File: config.mk
export PLATFORM = sky130hd
export DESIGN_NAME = mem_ctrl_flat
export DESIGN_NICKNAME = d
export VERILOG_FILES = /design/src/rtl/mem_ctrl_if.sv /design/src/rtl/mem_ctrl.sv /design/src/flat_wrapper.sv
export SDC_FILE = /design/constraint.sdc
export NUM_CORES = 1
export LEC_CHECK = 0
export CAP_MARGIN = 15
export CORE_MARGIN = 5
export CORE_UTILIZATION = 47
export DETAILED_ROUTE_END_ITERATION = 10
export PLACE_DENSITY = 0.82
export SLEW_MARGIN = 20
export SYNTH_ARGS = -nofsm -noshare
export SYNTH_HDL_FRONTEND = slang
export SYNTH_SLANG_ARGS = --single-unit
File: constraint.sdc
create_clock -name clk -period 7.2 [get_ports clk]
set_clock_uncertainty 0.2 [all_clocks]
set_input_delay 1.44 -clock clk [delete_from_list [all_inputs] [get_ports clk]]
set_output_delay 1.44 -clock clk [all_outputs]
set_load 0.02 [all_outputs]
File: src/rtl/mem_ctrl_if.sv
// Request/response bundle between mem_ctrl, its IF/LSB clients and the byte-wide RAM port.
// Latency: none, wires only.
// Backpressure: requests are level-held until the matching Success pulse; io_buffer_full stalls IO stores.
// Ports (slave = controller view): in rdy, Clear, IF_S/IF_Addr, LSB_S/LSB_Wr/LSB_Size/LSB_Addr/LSB_Data,
//   mem_din, io_buffer_full; out IF_Success/IF_Inst, LSB_Success/LSB_Result, mem_dout, mem_a, mem_wr.
interface mem_ctrl_if #(
  parameter int ADDR_W = 32,
  parameter int DATA_W = 32
);
  logic              rdy;
  logic              Clear;
  logic              IF_S;
  logic [ADDR_W-1:0] IF_Addr;
  logic              IF_Success;
  logic [DATA_W-1:0] IF_Inst;
  logic              LSB_S;
  logic              LSB_Wr;
  logic [1:0]        LSB_Size;
  logic [ADDR_W-1:0] LSB_Addr;
  logic [DATA_W-1:0] LSB_Data;
  logic              LSB_Success;
  logic [DATA_W-1:0] LSB_Result;
  logic [7:0]        mem_din;
  logic [7:0]        mem_dout;
  logic [ADDR_W-1:0] mem_a;
  logic              mem_wr;
  logic              io_buffer_full;

  modport slave (
    input  rdy, Clear, IF_S, IF_Addr, LSB_S, LSB_Wr, LSB_Size, LSB_Addr, LSB_Data,
           mem_din, io_buffer_full,
    output IF_Success, IF_Inst, LSB_Success, LSB_Result, mem_dout, mem_a, mem_wr
  );

  modport master (
    output rdy, Clear, IF_S, IF_Addr, LSB_S, LSB_Wr, LSB_Size, LSB_Addr, LSB_Data,
           mem_din, io_buffer_full,
    input  IF_Success, IF_Inst, LSB_Success, LSB_Result, mem_dout, mem_a, mem_wr
  );
endinterface

File: src/rtl/mem_ctrl.sv
// Arbitrates one byte-wide RAM port between IF and LSB; assembles little-endian words one byte per cycle.
// Latency: read N+1 edges after grant (N = 1/2/4 bytes, IF always 4), write N edges after grant.
// Backpressure: rdy=0 freezes everything; IO-region stores wait while io_buffer_full; Clear aborts reads.
// Ports: clk, rst (async active-high), bus (mem_ctrl_if.slave, all request/response/RAM signals).
// Build option: define MEMCTRL_RR_ARB_EN for round-robin arbitration (default: fixed LSB priority).
module mem_ctrl #(
  parameter int ADDR_W = 32,
  parameter int DATA_W = 32
) (
  input  logic       clk,
  input  logic       rst,
  mem_ctrl_if.slave  bus
);

  typedef enum logic [1:0] {IDLE, IF_RD, LS_RD, LS_WR} state_t;

  state_t            state_q, state_n;
  logic [2:0]        cnt_q, cnt_n;      // edges since grant; selects address, byte lane and finish
  logic [2:0]        len_q, len_n;      // transfer length in bytes
  logic [ADDR_W-1:0] base_q, base_n;
  logic [DATA_W-1:0] wdat_q, wdat_n;
  logic [DATA_W-1:0] rbuf_q, rbuf_n;
  logic [ADDR_W-1:0] mem_a_q, mem_a_n;
  logic [7:0]        mem_dout_q, mem_dout_n;
  logic              mem_wr_q, mem_wr_n;
  logic              if_success_q, if_success_n;
  logic              lsb_success_q, lsb_success_n;
  logic [DATA_W-1:0] if_inst_q, if_inst_n;
  logic [DATA_W-1:0] lsb_result_q, lsb_result_n;

  logic [ADDR_W-1:0] cur_a;
  logic [1:0]        rd_idx;
  logic [2:0]        lsb_len;
  logic              io_stall, lsb_req, if_req, lsb_first, grant_lsb, grant_go;

  assign cur_a   = base_q + {{(ADDR_W-3){1'b0}}, cnt_q};
  // RAM returns data two edges after the address, so edge k fills byte k-2.
  assign rd_idx  = 2'(cnt_q - 3'd2);
  assign lsb_len = (bus.LSB_Size == 2'd0) ? 3'd1 : (bus.LSB_Size == 2'd1) ? 3'd2 : 3'd4;

  assign io_stall = bus.LSB_Wr && (bus.LSB_Addr[17:16] == 2'b11) && bus.io_buffer_full;
  assign lsb_req  = bus.LSB_S && !io_stall;
  assign if_req   = bus.IF_S;

`ifdef MEMCTRL_RR_ARB_EN
  logic last_lsb_q;  // 1: LSB won the previous grant
  always_ff @(posedge clk or posedge rst) begin
    if (rst) last_lsb_q <= 1'b0;
    else if (bus.rdy && grant_go) last_lsb_q <= grant_lsb;
  end
  assign lsb_first = !last_lsb_q;
`else
  assign lsb_first = 1'b1;
`endif

  assign grant_lsb = lsb_req && (lsb_first || !if_req);
  // No grant on the cycle a Success is showing: the requester has not yet dropped S.
  assign grant_go  = (state_q == IDLE) && !bus.Clear && !if_success_q && !lsb_success_q &&
                     (lsb_req || if_req);

  always_comb begin
    state_n       = state_q;
    cnt_n         = cnt_q;
    len_n         = len_q;
    base_n        = base_q;
    wdat_n        = wdat_q;
    rbuf_n        = rbuf_q;
    mem_a_n       = mem_a_q;
    mem_dout_n    = mem_dout_q;
    mem_wr_n      = mem_wr_q;
    if_success_n  = 1'b0;
    lsb_success_n = 1'b0;
    if_inst_n     = if_inst_q;
    lsb_result_n  = lsb_result_q;

    case (state_q)
      IDLE: begin
        if (grant_go) begin
          cnt_n  = 3'd1;
          rbuf_n = '0;
          if (grant_lsb) begin
            base_n  = bus.LSB_Addr;
            mem_a_n = bus.LSB_Addr;
            len_n   = lsb_len;
            wdat_n  = bus.LSB_Data;
            if (bus.LSB_Wr) begin
              state_n    = LS_WR;
              mem_wr_n   = 1'b1;
              mem_dout_n = bus.LSB_Data[7:0];
            end else begin
              state_n = LS_RD;
            end
          end else begin
            base_n  = bus.IF_Addr;
            mem_a_n = bus.IF_Addr;
            len_n   = 3'd4;
            state_n = IF_RD;
          end
        end
      end

      IF_RD, LS_RD: begin
        if (bus.Clear) begin
          state_n  = IDLE;
          cnt_n    = '0;
          mem_wr_n = 1'b0;
          mem_a_n  = '0;
        end else begin
          mem_a_n = (cnt_q < len_q) ? cur_a : '0;
          if (cnt_q >= 3'd2) rbuf_n[{rd_idx, 3'b000} +: 8] = bus.mem_din;
          if (cnt_q == len_q + 3'd1) begin
            state_n = IDLE;
            cnt_n   = '0;
            if (state_q == IF_RD) begin
              if_success_n = 1'b1;
              if_inst_n    = rbuf_n;
            end else begin
              lsb_success_n = 1'b1;
              lsb_result_n  = rbuf_n;
            end
          end else begin
            cnt_n = cnt_q + 3'd1;
          end
        end
      end

      LS_WR: begin
        // Stores are committed once granted, so Clear is ignored here.
        if (cnt_q < len_q) begin
          mem_a_n    = cur_a;
          mem_dout_n = wdat_q[{cnt_q[1:0], 3'b000} +: 8];
          cnt_n      = cnt_q + 3'd1;
        end else begin
          state_n       = IDLE;
          cnt_n         = '0;
          mem_wr_n      = 1'b0;
          mem_a_n       = '0;
          mem_dout_n    = '0;
          lsb_success_n = 1'b1;
        end
      end

      default: state_n = IDLE;
    endcase
  end

  always_ff @(posedge clk or posedge rst) begin
    if (rst) begin
      state_q       <= IDLE;
      cnt_q         <= '0;
      len_q         <= '0;
      base_q        <= '0;
      wdat_q        <= '0;
      rbuf_q        <= '0;
      mem_a_q       <= '0;
      mem_dout_q    <= '0;
      mem_wr_q      <= 1'b0;
      if_success_q  <= 1'b0;
      lsb_success_q <= 1'b0;
      if_inst_q     <= '0;
      lsb_result_q  <= '0;
    end else if (bus.rdy) begin
      state_q       <= state_n;
      cnt_q         <= cnt_n;
      len_q         <= len_n;
      base_q        <= base_n;
      wdat_q        <= wdat_n;
      rbuf_q        <= rbuf_n;
      mem_a_q       <= mem_a_n;
      mem_dout_q    <= mem_dout_n;
      mem_wr_q      <= mem_wr_n;
      if_success_q  <= if_success_n;
      lsb_success_q <= lsb_success_n;
      if_inst_q     <= if_inst_n;
      lsb_result_q  <= lsb_result_n;
    end
  end

  assign bus.mem_a       = mem_a_q;
  assign bus.mem_dout    = mem_dout_q;
  assign bus.mem_wr      = mem_wr_q;
  assign bus.IF_Success  = if_success_q;
  assign bus.IF_Inst     = if_inst_q;
  assign bus.LSB_Success = lsb_success_q;
  assign bus.LSB_Result  = lsb_result_q;

endmodule
File: src/flat_wrapper.sv
// flat-port wrapper written by rule: the top's interface ports become plain ports
module mem_ctrl_flat 
#(
  parameter int ADDR_W = 32,
  parameter int DATA_W = 32
)
  (clk, rst, bus_rdy, bus_Clear, bus_IF_S, bus_IF_Addr, bus_LSB_S, bus_LSB_Wr, bus_LSB_Size, bus_LSB_Addr, bus_LSB_Data, bus_mem_din, bus_io_buffer_full, bus_IF_Success, bus_IF_Inst, bus_LSB_Success, bus_LSB_Result, bus_mem_dout, bus_mem_a, bus_mem_wr);
  mem_ctrl_if #(.ADDR_W(ADDR_W), .DATA_W(DATA_W)) bus_i ();
  input  logic clk;
  input  logic rst;
  input wire logic [$bits(bus_i.rdy)-1:0] bus_rdy;
  input wire logic [$bits(bus_i.Clear)-1:0] bus_Clear;
  input wire logic [$bits(bus_i.IF_S)-1:0] bus_IF_S;
  input wire logic [$bits(bus_i.IF_Addr)-1:0] bus_IF_Addr;
  input wire logic [$bits(bus_i.LSB_S)-1:0] bus_LSB_S;
  input wire logic [$bits(bus_i.LSB_Wr)-1:0] bus_LSB_Wr;
  input wire logic [$bits(bus_i.LSB_Size)-1:0] bus_LSB_Size;
  input wire logic [$bits(bus_i.LSB_Addr)-1:0] bus_LSB_Addr;
  input wire logic [$bits(bus_i.LSB_Data)-1:0] bus_LSB_Data;
  input wire logic [$bits(bus_i.mem_din)-1:0] bus_mem_din;
  input wire logic [$bits(bus_i.io_buffer_full)-1:0] bus_io_buffer_full;
  output wire logic [$bits(bus_i.IF_Success)-1:0] bus_IF_Success;
  output wire logic [$bits(bus_i.IF_Inst)-1:0] bus_IF_Inst;
  output wire logic [$bits(bus_i.LSB_Success)-1:0] bus_LSB_Success;
  output wire logic [$bits(bus_i.LSB_Result)-1:0] bus_LSB_Result;
  output wire logic [$bits(bus_i.mem_dout)-1:0] bus_mem_dout;
  output wire logic [$bits(bus_i.mem_a)-1:0] bus_mem_a;
  output wire logic [$bits(bus_i.mem_wr)-1:0] bus_mem_wr;
  assign bus_i.rdy = bus_rdy;
  assign bus_i.Clear = bus_Clear;
  assign bus_i.IF_S = bus_IF_S;
  assign bus_i.IF_Addr = bus_IF_Addr;
  assign bus_i.LSB_S = bus_LSB_S;
  assign bus_i.LSB_Wr = bus_LSB_Wr;
  assign bus_i.LSB_Size = bus_LSB_Size;
  assign bus_i.LSB_Addr = bus_LSB_Addr;
  assign bus_i.LSB_Data = bus_LSB_Data;
  assign bus_i.mem_din = bus_mem_din;
  assign bus_i.io_buffer_full = bus_io_buffer_full;
  assign bus_IF_Success = bus_i.IF_Success;
  assign bus_IF_Inst = bus_i.IF_Inst;
  assign bus_LSB_Success = bus_i.LSB_Success;
  assign bus_LSB_Result = bus_i.LSB_Result;
  assign bus_mem_dout = bus_i.mem_dout;
  assign bus_mem_a = bus_i.mem_a;
  assign bus_mem_wr = bus_i.mem_wr;
  mem_ctrl #(.ADDR_W(ADDR_W), .DATA_W(DATA_W)) u_core (.clk(clk), .rst(rst), .bus(bus_i));
endmodule
# Word-level counts from Yosys, hierarchy flattened
# Cells that the tools add are included.
[word_totals] register_bits=211 out_inout_bits=107
[op_classes] order_cmp=2 shifts=3 n_bitwise=2 n_addsub=5 n_eq_ne=13 n_reduce_logical=26 n_mux=45
[op_table] operator="two-way mux 32 bit" count=7
[op_table] operator="one-hot mux 32 bit (3 select lines)" count=1
[op_table] operator="one-hot mux 32 bit (2 select lines)" count=1
[op_table] operator="adder 32 x 3 -> 32 bit" count=1
[op_table] operator="bitwise mux 32 bit" count=1
[op_table] operator="two-way mux 8 bit" count=4
[op_table] operator="variable shift 8 x 7 -> 32 bit (first input constant)" count=1
[op_table] operator="indexed part select 32 x 6 -> 8 bit" count=1
[op_table] operator="indexed part select 8 x 7 -> 32 bit" count=1
[op_table] operator="two-way mux 3 bit" count=7
[op_table] operator="one-hot mux 8 bit (2 select lines)" count=1
[op_table] operator="AND reduction 5 bit" count=3
[op_table] operator="two-way mux 1 bit" count=14
[op_table] operator="AND reduction 4 bit" count=3
[op_table] operator="two-way mux 2 bit" count=5
[op_table] operator="one-hot mux 3 bit (3 select lines)" count=1
[op_table] operator="!= test 2 bit (second input constant)" count=4
[op_table] operator="logical AND 1 bit" count=7
[op_table] operator="negation 5 -> 7 bit" count=1
[op_table] operator="adder 3 x 1 -> 3 bit (second input constant)" count=2
[op_table] operator="== test 2 bit (second input constant)" count=3
[op_table] operator="one-hot mux 2 bit (3 select lines)" count=1
[op_table] operator="AND reduction 6 bit" count=1
[op_table] operator="== test 2 x 1 -> 1 bit (second input constant)" count=2
[op_table] operator="other kinds (16)" count=23

# Depth between registers and ports, before layout
# Gate-level depths: netlist of the first run.
[depth] ltp_word=9 ltp_mapped=9 ltp_nobuf=8

# Least setup slack after synthesis of the first run
# No wires, ideal clock.
[synth_path] kind="input to register" from="in bus_Clear" to="reg u_core.base_q[10]" arrival_ns=2.898 cell_stages=5 setup_slack_ns=3.978 path_cell_list="nor3_1 -> and3_1 -> a21boi_1 -> clkbuf_1 -> mux2_2"
[synth_between] elab_chain_len=6
[synth_lines] item="start, declared" line="flat_wrapper.sv:12" source="input wire logic [$bits(bus_i.Clear)-1:0] bus_Clear;"
[synth_lines] item="logical NOT 1 bit" line="mem_ctrl.sv:58" source="assign grant_go = (state_q == IDLE) && !bus.Clear && !if_success_q && !lsb_success_q &&"
[synth_lines] item="logical AND 1 bit (4 in a row)" line="mem_ctrl.sv:58"
[synth_lines] item="AND reduction 3 bit (no source line)"
[synth_lines] item="end signal, assigned" line="mem_ctrl.sv:166" source="base_q <= base_n;"
[synth_lines] item="end, declared" line="mem_ctrl.sv:20" source="logic [ADDR_W-1:0] base_q, base_n;"
# No other way between the ends.
# A chain may end at the register's enable or synchronous reset.

# Final worst setup path of the first run
[layout_path] from="reg u_core.cnt_q[0]" to="reg u_core.lsb_result_q[19], in the netlist u_core.bus.LSB_Result[19]"
[layout_between] elab_chain_len=5 elab_cells_between_ends=9
[layout_lines] item="start, declared" line="mem_ctrl.sv:18" source="logic [2:0] cnt_q, cnt_n;"
[layout_lines] item="start signal, assigned" line="mem_ctrl.sv:164" source="cnt_q <= cnt_n;"
[layout_lines] item="subtractor 2 bit" line="mem_ctrl.sv:38" source="assign rd_idx = 2'(cnt_q - 3'd2);"
[layout_lines] item="negation 5 -> 7 bit" line="mem_ctrl.sv:110" source="if (cnt_q >= 3'd2) rbuf_n[{rd_idx, 3'b000} +: 8] = bus.mem_din;"
[layout_lines] item="indexed part select 8 x 7 -> 32 bit / variable shift 8 x 7 -> 32 bit (equally long branches)" line="mem_ctrl.sv:110"
[layout_lines] item="bitwise mux 32 bit" line="mem_ctrl.sv:110"
[layout_lines] item="two-way mux 32 bit" line="mem_ctrl.sv:110"
[layout_lines] item="end signal, assigned" line="mem_ctrl.sv:175" source="lsb_result_q <= lsb_result_n;"
[layout_lines] item="end, declared" line="mem_ctrl.sv:29" source="logic [DATA_W-1:0] lsb_result_q, lsb_result_n;"
# Several ways; a longest one is shown, not always the timed one.

==> impl_metrics.csv, run 1 <==
group,metric,value,unit
drt,drtIter0Drc,432,
floorplanning,die_w,160.0,um
setup_path,start_kind,"flop",
synth,async_reset_ff_frac,1.000,
synth,syn_avg_cell_area,11.13,um2
sta,period_share,0.5340,
placed_design,post-place-ws,2.967,ns
global_route,grt_use_met1,0.2645,
synth,seq_area_frac_synth,0.4992,
global_route,grt_busiest_layer,"met2",
floorplanning,rows,54,
synth,synth_edf_count,0,
synth,yosys-top-cells-count,"dfrtp_1, mux2_2, nand2_1",
synth,synth.area.top_cells,"dfrtp_1, mux2_2, mux2_4",
clock_network,postCtsSetupBuffers,0,
global_route,grtUsageMet3,0.04639,
sta,slew_violations,0,
drt,dr.pass1.iters,7,
pwr,pwr_density_cell,400.0,nW/um2
synth,yosys.area.top_type,"dfrtp_1",
global_route,antenna_found_initial,0,
floorplanning,die_y,160.0,um
run,drv_cap,0,
placed_design,gp_congestion,0.8437,
clock_network,cts_root_buf,"clkbuf_16",
sta,max_freq,0.2601,GHz
final_layout,syn_to_final_growth,30.61,%
synth,synth_top_cell_area_share,0.4992,
setup_path,worst-endpoint-required,7.39,ns
synth,ys_ff_latch,211,
final_layout,diodes,0,
setup_path,crit_path_max_incr_delay,0.92,ns
sta,timing.final.hold_violations,0,
synth,syn-instance-count,950,
clock_network,cts_buffers,24,
synth,synth_area,10580,um2
drt,viasPerCell,5.680,
clock_network,cts_sinks,211,
final_layout,multi_input_comb_area,4957,um2
clock_network,path_clk_slew,0.06,ns
sta,period_minus_slack,3.845,ns
drt,num_vias,8248,
setup_path,cp_max_fo,32,
global_route,grt_max_degree,99,
floorplanning,core_area,22030,um2
setup_path,r2r_cells,7,
sta,rsz0062_at_grt,"no",
clock_network,postCtsHoldBufs,0,
final_layout,drive_gt1_frac,0.1715,
setup_path,cp.arrival,4.03,ns
run_status,outcome,"finished clean",
synth,syn_nets,1083,
global_route,use_met2,0.3536,
final_layout,fill_cells,1750,
global_route,grt_overflow,0,
pwr,leakagePower,6.016,nW
clock_network,clock_path_buffers,3,
setup_path,worst_r2r_endpoint,"u_core.bus.LSB_Result[19]",
drt,ant_nets,0,
global_route,grt_pass1_vias,8539,
synth,synth_most_common_cell,"dfrtp_1",
final_layout,finalNetCount,1288,
worst_hold_path,holdCritStartpoint,"u_core.rbuf_q[25]",
synth,synth_warnings,0,
global_route,grtUsageTotal,0.2104,
global_route,grt_first_pass_wirelength,44630,um
final_layout,final_cells,1452,
setup_path,regToRegSetupSlack,3.35,ns
drt,wl_per_cell,19.17,um
synth,synthFlopType,"dfrtp_1",
drt,drcViolationCount,0,
sta,slew_headroom,0.2485,
placed_design,io_buffer_count,220,
setup_path,cp_slowest_cell,"dfrtp_1",
sta,whs,0.2961,ns
sta,final.setup.tns,0,ns
setup_path,end_kind,"flop",
final_layout,ff_latch_area,5280,um2
clock_network,clock_latency,0.51,ns
drt,totalWireLength,27840,um
clock_network,post_cts_resized,0,
placed_design,place_inst,1408,
sta,final.setup.worst_slack,3.355,ns
floorplanning,ios,221,
setup_path,r2r_start,"u_core.cnt_q[0]",
worst_hold_path,hold_depth,1,
clock_network,htreeDepth,1,
placed_design,hpwl,19550,um
clock_network,cts_tree,"done",
pwr,ir_worst_vdd,0.1713,mV
sta,setup_viol,0,
setup_path,crit_chain,"inv_1 -> ha_1 -> or3_1 -> or2_1 -> or3b_2 -> buf_4 -> mux2_4",
worst_hold_path,worstHoldEndpoint,"u_core.rbuf_q[25]",
sta,worst_slew_pin_slew,1.119,ns
floorplanning,dieArea,25610,um2
pwr,power,5.527,mW
synth,ys_types,54,
floorplanning,start_util,0.4802,
worst_hold_path,hold_path_class,"reg -> reg",
setup_path,setup.worst_path.class,"reg -> reg",
[cell families after synthesis]
kind of cell               Yosys count  synth area share
muxes                              159            0.1857
AOI/OAI and AO/OA                  186            0.1198
xor gates and xnor gates            21           0.01881
and+or+nand+nor                    272            0.1188
adders and majority gates           19           0.02318
buffers and inverters               82           0.03454
DFF                                211            0.4992
[flip-flops by register name, indices dropped and copies added (netlist names)]
name and count:
u_core.bus.mem_dout 8, u_core.cnt_q 3, u_core.bus.mem_a 32, u_core.rbuf_q 32, u_core.len_q 3, u_core.base_q 32
u_core.bus.LSB_Success 1, u_core.bus.LSB_Result 32, u_core.bus.IF_Success 1, u_core.bus.mem_wr 1, u_core.bus.IF_Inst 32, u_core.wdat_q 32
u_core.state_q 2
[worst max-delay path by stage]
stage / startpoint / to / slack [ns]
3_5_place_dp: bus_LSB_Wr / u_core.base_q[5] / 2.97
2_1_floorplan: rst / u_core.base_q[0] / 2.82
4_1_cts: u_core.cnt_q[0] / u_core.bus.LSB_Result[19] / 3.29
5_1_grt: u_core.cnt_q[0] / u_core.bus.LSB_Result[4] / 3.09
6_report: u_core.cnt_q[0] / u_core.bus.LSB_Result[19] / 3.35
3_3_place_gp: bus_LSB_Wr / u_core.base_q[5] / 3.07
[area by class of cell]
| cell class | count | share of cell area |
|---|---|---|
| Clock buffer | 41 | 0.05470 |
| Clock inverter | 2 | 0.002536 |
| Inverter | 27 | 0.007607 |
| Multi-Input combinational cell | 657 | 0.3588 |
| Sequential cell | 211 | 0.3822 |
| Tap cell | 280 | 0.02536 |
| Timing Repair Buffer | 234 | 0.1688 |
[cells in the final DEF, fill, tap and decap left out, types with 13 or more instances in the layout]
cell type | synthesis | routed
nand3_1 | 29 | 29
mux2_2 | 110 | 110
a22o_1 | 31 | 31
a21oi_1 | 35 | 35
clkbuf_16 | 0 | 25
nand2_1 | 101 | 101
mux2i_1 | 14 | 14
nor2b_1 | 13 | 13
nor2_1 | 65 | 65
inv_1 | 27 | 26
clkdlybuf4s50_1 | 0 | 220
mux2_4 | 27 | 27
a31oi_1 | 23 | 23
dfrtp_1 | 211 | 211
o21ai_0 | 36 | 36
ha_1 | 18 | 18
[report_power, final]
part	leakage, nW	switching, mW	internal [mW]	total, mW
Combinational	3.00	1.17	1.12	2.28
Sequential	2.63	0.379	1.66	2.04
Clock	0.387	0.465	0.743	1.21
[stage by stage]
| stage | cell area [um2] | utilization |
|---|---|---|
| 2_1_floorplan | 10580 | - |
| 3_3_place_gp | 13010 | 0.5904 |
| 3_5_place_dp | 13010 | 0.5904 |
| 4_1_cts | 13800 | 0.6263 |
| 5_1_grt | 13820 | 0.6272 |
| 6_report | 13820 | 0.6272 |
[metal layers]
metal	share of wire	wire, um	up-vias
met5	0	0	-
met4	0.040	1122	0
met3	0.067	1855	77
met2	0.48	13370	306
met1	0.41	11490	4026
li1	-	-	3839
[critical path, delay by kind of cell, from the launching register on]
family / cells / cell delay [ns]
buffers and inverters: 2 / 0.69
DFF: 1 / 0.92
adders and majority gates: 1 / 0.35
muxes: 1 / 0.37
and+or+nand+nor: 3 / 1.16
Note: power is estimated with default switching activity, not from simulation.
==> run 2: changes to the inputs <==
--- a/config.mk
+++ b/config.mk
@@ -7,9 +7,9 @@
 export LEC_CHECK = 0
 export CAP_MARGIN = 15
 export CORE_MARGIN = 5
-export CORE_UTILIZATION = 47
+export CORE_UTILIZATION = 52
 export DETAILED_ROUTE_END_ITERATION = 10
-export PLACE_DENSITY = 0.82
+export PLACE_DENSITY = 0.86
 export SLEW_MARGIN = 20
 export SYNTH_ARGS = -nofsm -noshare
 export SYNTH_HDL_FRONTEND = slang
==> constraint.sdc (replaced) <==
create_clock -name clk -period 3.85 [get_ports clk]
set_clock_uncertainty 0.2 [all_clocks]
set_input_delay 0.77 -clock clk [delete_from_list [all_inputs] [get_ports clk]]
set_output_delay 0.77 -clock clk [all_outputs]
set_load 0.02 [all_outputs]
==> run 2 against run 1 <==
Clock power is 84% higher; sequential power is 85% higher; power is 89% higher; critical path depth stayed put; final area is 0.50% higher; maximum frequency is 19% higher; first-iteration DRC count is 35% higher; global-route usage is 2.7 points higher.
==> impl_metrics.csv, run 2 (synthesized netlist as in run 1, its figures left out) <==
group,metric,value,unit
clock_network,cts_buffers,23,
clock_network,cts_tree,"done",
clock_network,postCtsHoldBufs,0,
floorplanning,core_area,20100,um2
sta,timing.final.hold_violations,0,
setup_path,end_kind,"flop",
setup_path,r2r_start,"u_core.cnt_q[0]",
drt,dr.pass1.iters,5,
sta,setup_viol,0,
drt,ant_nets,0,
floorplanning,die_y,152.6,um
sta,period_share,0.8368,
setup_path,crit_chain,"inv_1 -> ha_1 -> or3_1 -> or2_1 -> or3b_2 -> buf_4 -> mux2_4",
clock_network,clock_latency,0.50,ns
worst_hold_path,holdCritStartpoint,"u_core.wdat_q[17]",
setup_path,r2r_cells,7,
floorplanning,rows,52,
pwr,leakagePower,6.065,nW
floorplanning,die_w,152.6,um
clock_network,postCtsSetupBuffers,0,
sta,worst_slew_pin_slew,0.7802,ns
drt,wl_per_cell,19.66,um
final_layout,drive_gt1_frac,0.1787,
global_route,antenna_found_initial,1,
run,drv_cap,0,
run_status,outcome,"finished clean",
sta,slew_violations,0,
clock_network,post_cts_resized,0,
drt,drtIter0Drc,583,
global_route,grtUsageTotal,0.2378,
drt,totalWireLength,28550,um
drt,viasPerCell,5.824,
final_layout,fin_util,0.6906,
final_layout,finalNetCount,1298,
final_layout,stdcell_area,13880,um2
sta,final.setup.tns,0,ns
clock_network,path_clk_slew,0.07,ns
pwr,ir_worst_vdd,0.4229,mV
global_route,grt_first_pass_wirelength,45990,um
global_route,grt_max_degree,76,
floorplanning,dieArea,23290,um2
placed_design,io_buffer_count,220,
drt,num_vias,8456,
worst_hold_path,worstHoldEndpoint,"u_core.wdat_q[17]",
setup_path,worst-endpoint-required,4.03,ns
setup_path,cp_max_fo,32,
global_route,grt_pass1_vias,8710,
sta,slew_headroom,0.4798,
placed_design,hpwl,19960,um
clock_network,cts_sinks,211,
final_layout,mostFrequentLayoutCells,"clkdlybuf4s50_1, dfrtp_1, mux2_2",
setup_path,crit_path_max_incr_delay,0.48,ns
setup_path,regToRegSetupSlack,0.63,ns
worst_hold_path,hold_depth,1,
floorplanning,start_util,0.5261,
sta,rsz0062_at_grt,"no",
pwr,pwr_density_cell,751.6,nW/um2
final_layout,syn_to_final_growth,31.26,%
sta,max_freq,0.3104,GHz
clock_network,clock_path_buffers,3,
final_layout,final_common_cell,"clkdlybuf4s50_1",
sta,period_minus_slack,3.222,ns
clock_network,htreeDepth,1,
placed_design,gp_congestion,0.8547,
floorplanning,ios,221,
setup_path,start_kind,"flop",
worst_hold_path,hold_path_class,"reg -> reg",
setup_path,cp_slowest_cell,"dfrtp_1",
setup_path,cp.arrival,3.40,ns
placed_design,place_area,13120,um2
drt,drcViolationCount,0,
clock_network,cts_root_buf,"clkbuf_16",
setup_path,setup.worst_path.class,"reg -> reg",
pwr,power,10.44,mW
global_route,grt_overflow,0,
setup_path,worst_r2r_endpoint,"u_core.bus.LSB_Result[4]",
## run 2: worst max path at each step
| stage | start | to | depth (start not counted) | slack (ns) |
|---|---|---|---|---|
| after detailed placement | bus_LSB_Wr | u_core.rbuf_q[2] | 7 | 0.48 |
| after CTS | u_core.cnt_q[0] | u_core.bus.LSB_Result[4] | 7 | 0.63 |
| final | u_core.cnt_q[0] | u_core.bus.LSB_Result[4] | 7 | 0.63 |
| after floorplan | rst | u_core.base_q[0] | 1 | 0.14 |
| after global routing | u_core.cnt_q[0] | u_core.bus.LSB_Result[2] | 7 | 0.56 |
| after global placement | bus_LSB_Wr | u_core.rbuf_q[2] | 7 | 0.54 |
## run 2: stage by stage
step           std cells  hold WS (ns)  setup WS [ns]
5_1_grt             1452        0.3175         0.5609
6_report            1452        0.2997         0.6283
3_3_place_gp        1410        0.2721         0.5354
4_1_cts             1451        0.3024         0.6266
2_1_floorplan        950        0.2659         0.1378
3_5_place_dp        1410        0.2818         0.4813
## run 2: report_power, final
group          internal (mW)  switching (mW)  total (mW)
clock network           1.35           0.880        2.23
registers               3.10           0.671        3.77
logic                   2.15            2.29        4.43
## run 2: routing by layer
metal	up-vias	part of all wire	track usage
met5	-	0	0
met4	0	0.032	0.07255
met3	66	0.064	0.04090
met2	339	0.50	0.4162
met1	4178	0.40	0.3034
li1	3873	-	-
## run 2: critical path, delay by kind of cell (launching register included)
family | cells | cell delay, ns
multiplexers | 1 | 0.38
AND/OR/NAND/NOR | 3 | 1.17
adder cells (fa/ha/maj) | 1 | 0.31
flip-flops | 1 | 0.48
buffers and inverters | 2 | 0.51
## run 2: final cells by class
type	count	area, um2
diodes	1	2.502
clock buffers	37	688.2
clock inverters	4	73.82
fillers	1431	6220
inverters	27	105.1
multi-input cells	657	4957
flip-flops and latches	211	5280
well taps	270	337.8
repair buffers	245	2440
